$ cat src/rtl/z80bd_wait_sched.sv
// z80bd_wait_sched: inserts programmable Z80 WAIT states for memory / I/O bus cycles per device class.
// Latency: WAIT_n falls 1 CLK_24MHz after cycle start; rises on the edge of the Nth counted cpu_t_tick.
// Backpressure: none upstream; WAIT_n is the backpressure to the CPU, released early if the strobe ends.
//
// Ports:
//   CLK_24MHz, RES        clock, synchronous active-high reset
//   cpu_t_tick            one-clock pulse at each CPU WAIT sample point
//   MREQ_n/IORQ_n/RFSH_n  Z80 bus strobes (synchronous to CLK_24MHz)
//   tgt_class             mapper device class (0 fast, 1 rom, 2 ram2)
//   cfg_we/sel/wdata      wait-count register write port
//   WAIT_n, busy          CPU wait output, scheduler-active flag
//   stat_waits            inserted-wait statistics counter
// Optional feature macro: WAIT_STATS_EN enables the stat_waits counter (tied to 0 otherwise).
module z80bd_wait_sched #(
  parameter int CNT_W      = 4,
  parameter int RST_W_FAST = 0,
  parameter int RST_W_ROM  = 3,
  parameter int RST_W_RAM  = 2,
  parameter int RST_W_IO   = 1,
  parameter int STAT_W     = 16
) (
  input  logic              CLK_24MHz,
  input  logic              RES,
  input  logic              cpu_t_tick,
  input  logic              MREQ_n,
  input  logic              IORQ_n,
  input  logic              RFSH_n,
  input  logic [1:0]        tgt_class,
  input  logic              cfg_we,
  input  logic [1:0]        cfg_sel,
  input  logic [CNT_W-1:0]  cfg_wdata,
  output logic              WAIT_n,
  output logic              busy,
  output logic [STAT_W-1:0] stat_waits
);

  typedef enum logic [1:0] {
    ST_IDLE = 2'd0,
    ST_WAIT = 2'd1,
    ST_HOLD = 2'd2
  } state_t;

  state_t           state_q, state_d;
  logic [CNT_W-1:0] cnt_q, cnt_d;
  logic             wait_n_q, wait_n_d;
  logic             strb, strb_q, start;
  logic [1:0]       cls;
  logic [CNT_W-1:0] wreg_q [4];
  logic [CNT_W-1:0] snap;

  // Refresh MREQ is excluded; any IORQ (including interrupt acknowledge) counts.
  assign strb  = (~MREQ_n & RFSH_n) | ~IORQ_n;
  assign start = strb & ~strb_q;

  // IORQ forces the I/O class; the unused mapper code 3 falls back to fast RAM.
  always_comb begin
    cls = 2'd3;
    if (IORQ_n) begin
      cls = (tgt_class == 2'd3) ? 2'd0 : tgt_class;
    end
  end

  // Registered read, so a config write on the start clock is not yet visible.
  assign snap = wreg_q[cls];

  always_comb begin
    state_d  = state_q;
    cnt_d    = cnt_q;
    wait_n_d = wait_n_q;
    case (state_q)
      ST_IDLE: begin
        wait_n_d = 1'b1;
        if (start) begin
          cnt_d = snap;
          if (snap != '0) begin
            state_d  = ST_WAIT;
            wait_n_d = 1'b0;
          end else begin
            state_d = ST_HOLD;
          end
        end
      end
      ST_WAIT: begin
        if (!strb) begin
          // Bus cycle ended early: drop the rest of the count.
          state_d  = ST_IDLE;
          wait_n_d = 1'b1;
          cnt_d    = '0;
        end else if (cpu_t_tick) begin
          // Release WAIT on the same edge the count reaches zero; never underflow.
          if (cnt_q <= CNT_W'(1)) begin
            cnt_d    = '0;
            state_d  = ST_HOLD;
            wait_n_d = 1'b1;
          end else begin
            cnt_d = cnt_q - CNT_W'(1);
          end
        end
      end
      ST_HOLD: begin
        wait_n_d = 1'b1;
        if (!strb) begin
          state_d = ST_IDLE;
        end
      end
      default: begin
        state_d  = ST_IDLE;
        wait_n_d = 1'b1;
        cnt_d    = '0;
      end
    endcase
  end

  always_ff @(posedge CLK_24MHz) begin
    if (RES) begin
      state_q   <= ST_IDLE;
      cnt_q     <= '0;
      wait_n_q  <= 1'b1;
      strb_q    <= 1'b0;
      wreg_q[0] <= CNT_W'(RST_W_FAST);
      wreg_q[1] <= CNT_W'(RST_W_ROM);
      wreg_q[2] <= CNT_W'(RST_W_RAM);
      wreg_q[3] <= CNT_W'(RST_W_IO);
    end else begin
      state_q  <= state_d;
      cnt_q    <= cnt_d;
      wait_n_q <= wait_n_d;
      strb_q   <= strb;
      if (cfg_we) begin
        wreg_q[cfg_sel] <= cfg_wdata;
      end
    end
  end

  assign WAIT_n = wait_n_q;
  assign busy   = (state_q == ST_WAIT) || (state_q == ST_HOLD);

`ifdef WAIT_STATS_EN
  logic              tick_taken;
  logic [STAT_W-1:0] stat_q;

  // Only ticks that actually consume a wait count; an aborting tick is not counted.
  assign tick_taken = (state_q == ST_WAIT) & strb & cpu_t_tick;

  always_ff @(posedge CLK_24MHz) begin
    if (RES) begin
      stat_q <= '0;
    end else if (tick_taken && (stat_q != {STAT_W{1'b1}})) begin
      stat_q <= stat_q + STAT_W'(1);
    end
  end

  assign stat_waits = stat_q;
`else
  assign stat_waits = '0;
`endif

endmodule

$ cat config.mk
export PLATFORM = sky130hd
export DESIGN_NAME = z80bd_wait_sched
export DESIGN_NICKNAME = d
export VERILOG_FILES = /design/src/rtl/z80bd_wait_sched.sv
export SDC_FILE = /design/constraint.sdc
export NUM_CORES = 1
export LEC_CHECK = 0
export CAP_MARGIN = 20
export CORE_ASPECT_RATIO = 1.25
export CORE_MARGIN = 2
export CORE_UTILIZATION = 50
export CTS_CLUSTER_DIAMETER = 80
export DETAILED_ROUTE_END_ITERATION = 6
export PLACE_DENSITY = 0.79
export SLEW_MARGIN = 20
export SYNTH_ARGS = -nofsm -noshare
export SYNTH_HDL_FRONTEND = slang
export SYNTH_SLANG_ARGS = --single-unit
$ cat constraint.sdc
create_clock -name CLK_24MHz -period 2.4 [get_ports CLK_24MHz]
set_clock_uncertainty 0.2 [all_clocks]
set_input_delay 0.24 -clock CLK_24MHz [delete_from_list [all_inputs] [get_ports CLK_24MHz]]
set_output_delay 0.24 -clock CLK_24MHz [all_outputs]
set_load 0.01 [all_outputs]
== Yosys cells after proc, flatten, opt, wreduce, memory -nomap -nowiden ==
Memory sizes are Yosys's and may differ from the RTL's.
Cells that the tools add are included.

* Memory bits (writable): 16
* Input bits: 15
* Memories kept: 1
* Bits in registers: 8

* Order comparisons: 1
* Reduce and logical (&&, ||, !) cells: 7
* Add/subtract/negate cells: 1
* Eq/ne operators: 7
* Muxes and demuxes: 28
* Bitwise gates (word level): 7

{| class="wikitable"
|+ Memory list
! memory !! depth !! bits a word !! rd ports !! clocked after memory_dff !! wr ports !! RTL line !! text
|-
| wreg_q || 4 || 4 || 1 || 0 || 4 || 48 || <nowiki>logic [CNT_W-1:0] wreg_q [4];</nowiki>
|}

{| class="wikitable"
|+ Operators by type and width
! operator !! count
|-
| $mux W4 || 5
|-
| $mux W2 || 9
|-
| $pmux W4 S3 || 1
|-
| $mux W1 || 11
|-
| $ne A3 B3 Y1 const B || 2
|-
| $pmux W2 S3 || 1
|-
| $eq A2 B2 Y1 const B || 2
|-
| $le A4 B1 Y1 const B || 1
|-
| $ne A2 B2 Y1 const B || 2
|-
| $not A1 Y1 || 4
|-
| $reduce_and A4 Y1 || 1
|-
| $reduce_bool A4 Y1 || 1
|-
| $reduce_or A4 Y1 || 1
|-
| $sub A4 B1 Y4 const B || 1
|-
| $reduce_and A3 Y1 || 1
|-
| $and A1 B1 Y1 || 2
|-
| $eq A2 B1 Y1 const B || 1
|-
| $logic_not A2 Y1 || 1
|-
| $pmux W1 S2 || 1
|-
| $reduce_and A2 Y1 || 1
|-
| $logic_or A1 B1 Y1 || 1
|-
| $or A1 B1 Y1 || 1
|}

== Depth between registers and ports, before layout ==
Gate-level depths: netlist (run 1).
An unclocked memory read counts as a cell.

* Depth after elaboration: 8
* Mapped depth: 7
* Mapped depth without buffers: 7

== Worst setup path after synthesis (run 1) ==
Ideal clock, no wire load.

* Path type: register to register
* Start point: register cnt_q[0]
* End point: register cnt_q[3]
* Buffers on the path: 0
* Period minus slack after synthesis: 1856 ps
* Arrival: 1597 ps
* Stages on the path, launching flop included: 8
* Setup slack: 544 ps
* Cells stage by stage: dfxtp_1 inv_1 ha_1 or2_2 a221o_1 nor2_1 o2bb2ai_1 a22o_1

* Cells in the longest elaborated chain, start to end: 5
* Elaborated cells on any way between the ends: 6
* Those cells by class: add/sub (1); order compare (1); mux (4)

{| class="wikitable"
|+ RTL lines
! item !! RTL line !! text
|-
| from (decl) || 44 || <nowiki>logic [CNT_W-1:0] cnt_q, cnt_d;</nowiki>
|-
| from (signal assigned) || 126 || <nowiki>cnt_q <= cnt_d;</nowiki>
|-
| $sub A4 B1 Y4 or $le A4 B1 Y1 (tied branches) || 96, 91 ||
|-
| $mux W4 (*) || 91 || <nowiki>if (cnt_q <= CNT_W'(1)) begin</nowiki>
|-
| $mux W4 (*) || 89 || <nowiki>end else if (cpu_t_tick) begin</nowiki>
|-
| $mux W4 (*) || 84 || <nowiki>if (!strb) begin</nowiki>
|-
| $pmux W4 S3 (*) || 70 || <nowiki>case (state_q)</nowiki>
|}

Every way passes the cells marked *; elsewhere a longest branch is shown, timed or not. The select of a mux whose other input is x is not followed.
A chain may end at the register's enable or synchronous reset.

== Worst setup path in the final report (run 1) ==
Same ends and word-level chain as after synthesis.

==> run_results.csv, run 1 <==
group,metric,value,unit
placed_design,portBuffers,16,
placed_design,gp_congestion,0.872,
worst_hold_path,hold_path.class,"flop to flop",
global_route,grt_pass1_wl,4690,um
detailed_routing,wl_per_cell,13.8,um
critical_path,crit_fanout,4,
floorplan,rows,22,
critical_path,critPathCaptureType,"flop",
critical_path,timing.rr.end,"cnt_q[3]$_SDFFE_PP0P_",
layout,layout.cells.non_filler,211,
synth,ys_ff_latch,24,
run_status,status,"finished, final reports clean",
timing,setup_viol,0,
worst_hold_path,hold-path-cell-count,1,
global_route,grt_max_degree,14,
timing,finalHoldViolCount,0,
synth,async_reset_ff_share,0,%
detailed_routing,drcViolationCount,0,
clock_tree,numCtsBuffers,3,
detailed_routing,drt-pass1-iter-count,4,
layout,n_fill_cell,270,
power,power.density,715,nW/um^2
timing,final.setup.worst_slack,359,ps
detailed_routing,wl,2910,um
detailed_routing,vias_per_cell,5.46,
clock_tree,cts.sinks,24,
timing,fmax,0.490,GHz
floorplan,dieArea,3510,um^2
timing,rsz0062_at_grt,"no",
global_route,grt.total_usage,18.1,%
detailed_routing,dr.first_iter.drc_count,26,
detailed_routing,vias,1152,
clock_tree,clk_latency,320,ps
clock_tree,htreeDepth,1,
critical_path,worstPathRequired,2460,ps
power,p_leak,0.645,nW
synth,yosys_most_used_dff,"edfxtp_1",
timing,fin_crit,2040,ps
layout,drive_gt1_share,10.9,%
placed_design,dp.cells,207,
synth,synth_edf_count,16,
clock_tree,cts-root-buf,"clkbuf_4",
worst_hold_path,worstHoldStart,"cnt_q[1]$_SDFFE_PP0P_",
timing,holdWs,319,ps
global_route,grt_pass1_vias,1111,
layout,layout_common_cells,"16 x conb_1, 16 x clkdlybuf4s50_1, 16 x edfxtp_1",
layout,fin_nets,196,
placed_design,pre_cts_slack,148,ps
floorplan,initial_core_util,52.3,%
layout,synthToLayoutAreaGrowth,11.8,%
synth,synth_top_area_share,31.5,%
detailed_routing,drtAntennaViolNets,0,
floorplan,core,2920,um^2
timing,slew_viol_final,0,
worst_hold_path,worstHoldEndpoint,"cnt_q[1]$_SDFFE_PP0P_",
timing,tns,0,ps
critical_path,ff2ff_setup_slack,360,ps
clock_tree,clkTransAtPathRegs,120,ps
clock_tree,clockBufferDepth,2,
timing,maxSlewHeadroom,66.4,%
floorplan,die_w,53.4,um
synth,synth_top_cell_by_area,"edfxtp_1",
critical_path,r2r.worst_path.cells,7,
critical_path,reg2reg_from,"cnt_q[0]$_SDFFE_PP0P_",
floorplan,ios,33,
power,vdd_ir_drop_max,0.000418,V
floorplan,die_h,65.8,um
placed_design,post-dp-hpwl,2310,um
layout,fin_util,58.4,%
synth,synth_area,1530,um^2
clock_tree,cts.repair.resized,0,
synth,ys_seq_area_share,42.0,%
synth,synthCells,156,
clock_tree,cts_tree,"done",
synth,avgSynthCellArea,9.78,um^2
clock_tree,ctsHoldBuffers,0,
timing,tightest_slew,501,ps
critical_path,arrival,2100,ps
synth,yosys_warnings,0,
flow_run,drv_cap,0,
critical_path,crit_path_start_kind,"flop",
synth,ys_top_cells_by_area,"edfxtp_1 32%, dfxtp_1 11%, buf_4 8.4%",
synth,synth.distinct_cells,43,
critical_path,critPathKind,"flop to flop",
clock_tree,postCtsSetupBuffers,0,
global_route,antenna_found_initial,0,
global_route,grt_overflow_total,0,
timing,fin_crit_sh,85.1,%
layout,diodes,0,
worst max-delay path by stage:
| stage | start | endpoint | slack, ps | depth (start not counted) |
|---|---|---|---|---|
| global placement | tgt_class[0] | cnt_q[0]$_SDFFE_PP0P_ | 220 | 6 |
| finish | cnt_q[0]$_SDFFE_PP0P_ | cnt_q[3]$_SDFFE_PP0P_ | 360 | 7 |
| detailed placement | RES | wreg_q[2][1]$_SDFFCE_PN1P_ | 150 | 4 |
| floorplan | cnt_q[0]$_SDFFE_PP0P_ | cnt_q[3]$_SDFFE_PP0P_ | 540 | 7 |
| global route | cnt_q[0]$_SDFFE_PP0P_ | cnt_q[3]$_SDFFE_PP0P_ | 240 | 7 |
| CTS | cnt_q[0]$_SDFFE_PP0P_ | cnt_q[3]$_SDFFE_PP0P_ | 360 | 7 |
cell families (layout without fill, tap and decap cells):
group,Yosys count,count (layout),share of synthesized area [%]
buffers and inverters,28,32,11.2
muxes,3,3,1.97
xor gates and xnor gates,1,1,0.574
adders and majority gates,5,5,4.10
and+or+nand+nor,59,59,22.5
other,1,16,0.246
AOI/OAI and AO/OA,35,35,17.4
DFF,24,24,42.0
synthesized netlist by cell type (3+ instances only):
| master | number |
|---|---|
| mux2i_1 | 3 |
| edfxtp_1 | 16 |
| a21oi_1 | 7 |
| o22ai_1 | 3 |
| a211oi_1 | 4 |
| nor3_1 | 4 |
| inv_1 | 7 |
| nand2b_1 | 7 |
| dfxtp_1 | 8 |
| buf_4 | 17 |
| ha_1 | 5 |
| nor2_1 | 10 |
| nand3b_1 | 6 |
| nand2_1 | 6 |
| or2_2 | 5 |
| and2_1 | 12 |
sequential cells by signal (all words and copies together), names as in the netlist:
| signal | count |
|---|---|
| wreg_q | 16 |
| cnt_q | 4 |
| state_q | 2 |
| WAIT_n | 1 |
| strb_q | 1 |
worst max-delay path, stage by stage, from the launching register on:
cell,delay (ps)
dfxtp_1,400
inv_1,80
ha_1,230
or2_2,320
a221o_1,390
nor2_1,140
o2bb2ai_1,120
a22o_1,130
power by group:
part / internal [mW] / switching [mW]
Combinational: 0.222 / 0.277
Sequential: 0.500 / 0.0410
Clock: 0.0608 / 0.118
Total: 0.783 / 0.437
stage by stage:
| step | cell area (um^2) | power, mW |
|---|---|---|
| after floorplan | 1580 | 0.905 |
| after global placement | 1680 | 1.02 |
| after detailed placement | 1680 | 1.04 |
| after CTS | 1710 | 1.22 |
| after global routing | 1710 | 1.30 |
| final | 1710 | 1.22 |
layout make-up:
| class | count | area (um^2) | share of cell area (%) |
|---|---|---|---|
| clock buffer | 3 | 22.5 | 1.32 |
| clock inverter | 1 | 3.75 | 0.220 |
| inverter | 7 | 26.3 | 1.54 |
| multi-input combinational | 119 | 769 | 45.1 |
| sequential | 24 | 641 | 37.6 |
| tap | 36 | 45.0 | 2.64 |
| timing repair buffer | 21 | 198 | 11.6 |
metal layers:
layer / vias up / track usage (%) / routed length, um / part of all wire, %
met5: - / 0 / 0 / 0
met4: 0 / 6.73 / 30 / 1.0
met3: 4 / 2.95 / 104 / 3.6
met2: 31 / 35.3 / 1660 / 57
met1: 546 / 18.1 / 1120 / 38
li1: 571 / - / - / -
(Power assumes the default switching activity.)
==> run 2, diff against run 1 <==
--- a/config.mk
+++ b/config.mk
@@ -5,6 +5,7 @@
 export SDC_FILE = /design/constraint.sdc
 export NUM_CORES = 1
 export LEC_CHECK = 0
+export ABC_AREA = 1
 export CAP_MARGIN = 20
 export CORE_ASPECT_RATIO = 1.25
 export CORE_MARGIN = 2
==> run 2 against run 1 <==
  * Clock power about the same
  * Sequential share of layout area up 1.2 points
  * Register-to-register slack better by 240 ps
  * Utilization down 1.3 points
  * Synthesized area down 2.6%
  * Count of clock-buffer cells in the layout unchanged
  * Wire length down 20%
  * Sequential power up 2%
  * Fmax up 1.3%
==> run_results.csv, run 2 <==
group,metric,value,unit
synth,yosys_most_used_dff,"edfxtp_1",
detailed_routing,wl,2340,um
clock_tree,cts.sinks,24,
clock_tree,htreeDepth,1,
synth,synth_top_area_share,32.4,%
critical_path,crit_path_start_kind,"flop",
timing,finalHoldViolCount,0,
floorplan,die_w,52.7,um
detailed_routing,drt-pass1-iter-count,4,
synth,synthAdderAreaFrac,4.21,%
synth,synth_edf_count,16,
power,total_power,1.25,mW
synth,yosysMostFrequentCell,"nand2_1",
synth,ys_ff_latch,24,
synth,synth_area,1490,um^2
placed_design,gp_congestion,0.883,
layout,multi_input_area,642,um^2
global_route,grt_pass1_vias,1021,
worst_hold_path,hold-path-cell-count,2,
synth,synth_top_family_by_area,"simple AND/OR/NAND/NOR gates",
timing,fin_crit,2010,ps
detailed_routing,vias_per_cell,4.44,
clock_tree,cts-root-buf,"clkbuf_4",
timing,fin_crit_sh,83.9,%
synth,yosys.area_share.simple,27.1,%
clock_tree,numCtsBuffers,3,
synth,async_reset_ff_share,0,%
global_route,grt_overflow_total,0,
layout,final_common_cell,"nand2_1",
placed_design,portBuffers,16,
layout,drive_gt1_share,6.54,%
timing,final.setup.worst_slack,386,ps
placed_design,pre_cts_slack,281,ps
floorplan,rows,22,
layout,fin_util,57.2,%
synth,synth_top_cell_by_area,"edfxtp_1",
detailed_routing,dr.first_iter.drc_count,19,
timing,slew_viol_final,0,
global_route,antenna_found_initial,0,
synth,synth-compound-area-share,6.66,%
detailed_routing,drcViolationCount,0,
layout,fin_nets,235,
detailed_routing,drtAntennaViolNets,0,
synth,ys_seq_area_share,43.1,%
synth,yosys_warnings,0,
timing,rsz0062_at_grt,"no",
global_route,grt_max_degree,14,
clock_tree,cts_tree,"done",
clock_tree,clockBufferDepth,2,
critical_path,critPathKind,"flop to output port",
layout,largestRegisters,"wreg_q (16), cnt_q (4), state_q (2)",
run_status,status,"finished, final reports clean",
detailed_routing,vias,1109,
layout,top_register,"wreg_q",
synth,synth_common_cells,"50 x nand2_1, 31 x inv_1, 27 x nor2_1",
floorplan,die_h,64.9,um
clock_tree,clkTransAtPathRegs,130,ps
timing,holdWs,293,ps
critical_path,worstPathRequired,1960,ps
synth,synthCells,195,
layout,layout_common_cells,"50 x nand2_1, 31 x inv_1, 27 x nor2_1",
critical_path,crit_fanout,3,
floorplan,dieArea,3430,um^2
global_route,grt.total_usage,15.7,%
placed_design,post-dp-hpwl,1920,um
layout,layout.cells.non_filler,250,
layout,diodes,0,
global_route,grt_pass1_wl,4040,um
synth,ys_top_cells_by_area,"edfxtp_1 32%, nand2_1 13%, dfxtp_1 11%",
power,power.density,758,nW/um^2
layout,n_fill_cell,282,
synth,synth.distinct_cells,24,
clock_tree,clk_latency,320,ps
floorplan,core,2890,um^2
critical_path,arrival,1570,ps
timing,setup_viol,0,
layout,largest_reg_flops,16,
timing,fmax,0.496,GHz
detailed_routing,wl_per_cell,9.34,um
critical_path,r2r.worst_path.cells,7,
worst_hold_path,hold_path.class,"flop to flop",
synth,avgSynthCellArea,7.62,um^2
power,p_leak,0.800,nW
layout,synthToLayoutAreaGrowth,11.3,%
timing,tns,0,ps
synth,synthMuxAreaShare,0,%
clock_tree,postCtsSetupBuffers,0,
placed_design,dp.cells,246,
critical_path,critPathCaptureType,"output port",
layout,regArea,641,um^2
layout,design_area,1650,um^2
flow_run,drv_cap,0,
synth,synth_xor_area_share,1.18,%
floorplan,ios,33,
floorplan,initial_core_util,51.4,%
placed_design,placed_area,1630,um^2
clock_tree,cts.repair.resized,0,
clock_tree,ctsHoldBuffers,0,
power,vdd_ir_drop_max,0.000610,V
==> run 2: area by class of cell <==
| class | instances | area share [%] |
|---|---|---|
| clock buffer | 3 | 1.36 |
| clock inverter | 1 | 0.227 |
| inverter | 33 | 7.49 |
| multi-input combinational | 135 | 38.8 |
| sequential | 24 | 38.8 |
| tap | 36 | 2.73 |
| timing repair buffer | 18 | 10.6 |
==> run 2: path summary, 6_finish.rpt <==
path,from,to,slack [ps]
max,state_q[0]$_SDFFE_PP0P_,busy,390
min,WAIT_n$_SDFFE_PP1P_,WAIT_n$_SDFFE_PP1P_,290
max reg2reg,cnt_q[0]$_SDFFE_PP0P_,cnt_q[1]$_SDFFE_PP0P_,600
min reg2reg,WAIT_n$_SDFFE_PP1P_,WAIT_n$_SDFFE_PP1P_,290
==> run 2: layer usage <==
| metal | up-vias | global-route usage (%) | part of all wire, % |
|---|---|---|---|
| met2 | 28 | 25.5 | 48 |
| li1 | 607 | - | - |
| met3 | 5 | 2.76 | 3.8 |
| met4 | 0 | 7.37 | 2.2 |
| met5 | - | 0 | 0 |
| met1 | 469 | 19.9 | 46 |
==> run 2: critical path: stages, from the launching register on <==
cell	delay, ps
dfxtp_1	360
inv_1	70
ha_1	290
clkdlybuf4s50_1	530
==> run 2: power by group <==
part / total (mW) / leakage [nW] / internal [mW] / switching, mW
registers: 0.550 / 0.222 / 0.509 / 0.0402
clock network: 0.176 / 0.0154 / 0.0609 / 0.115
logic: 0.528 / 0.563 / 0.220 / 0.308
total: 1.25 / 0.800 / 0.791 / 0.463
==> run 2: logic make-up (layout without fill, tap and decap cells) <==
kind of cell,Yosys count,after routing
AND/OR/NAND/NOR,96,96
XOR/XNOR,2,2
AO/OA/AOI/OAI,16,16
other,1,16
flip-flops,24,24
adder cells (fa/ha/maj),5,5
buffers and inverters,51,55
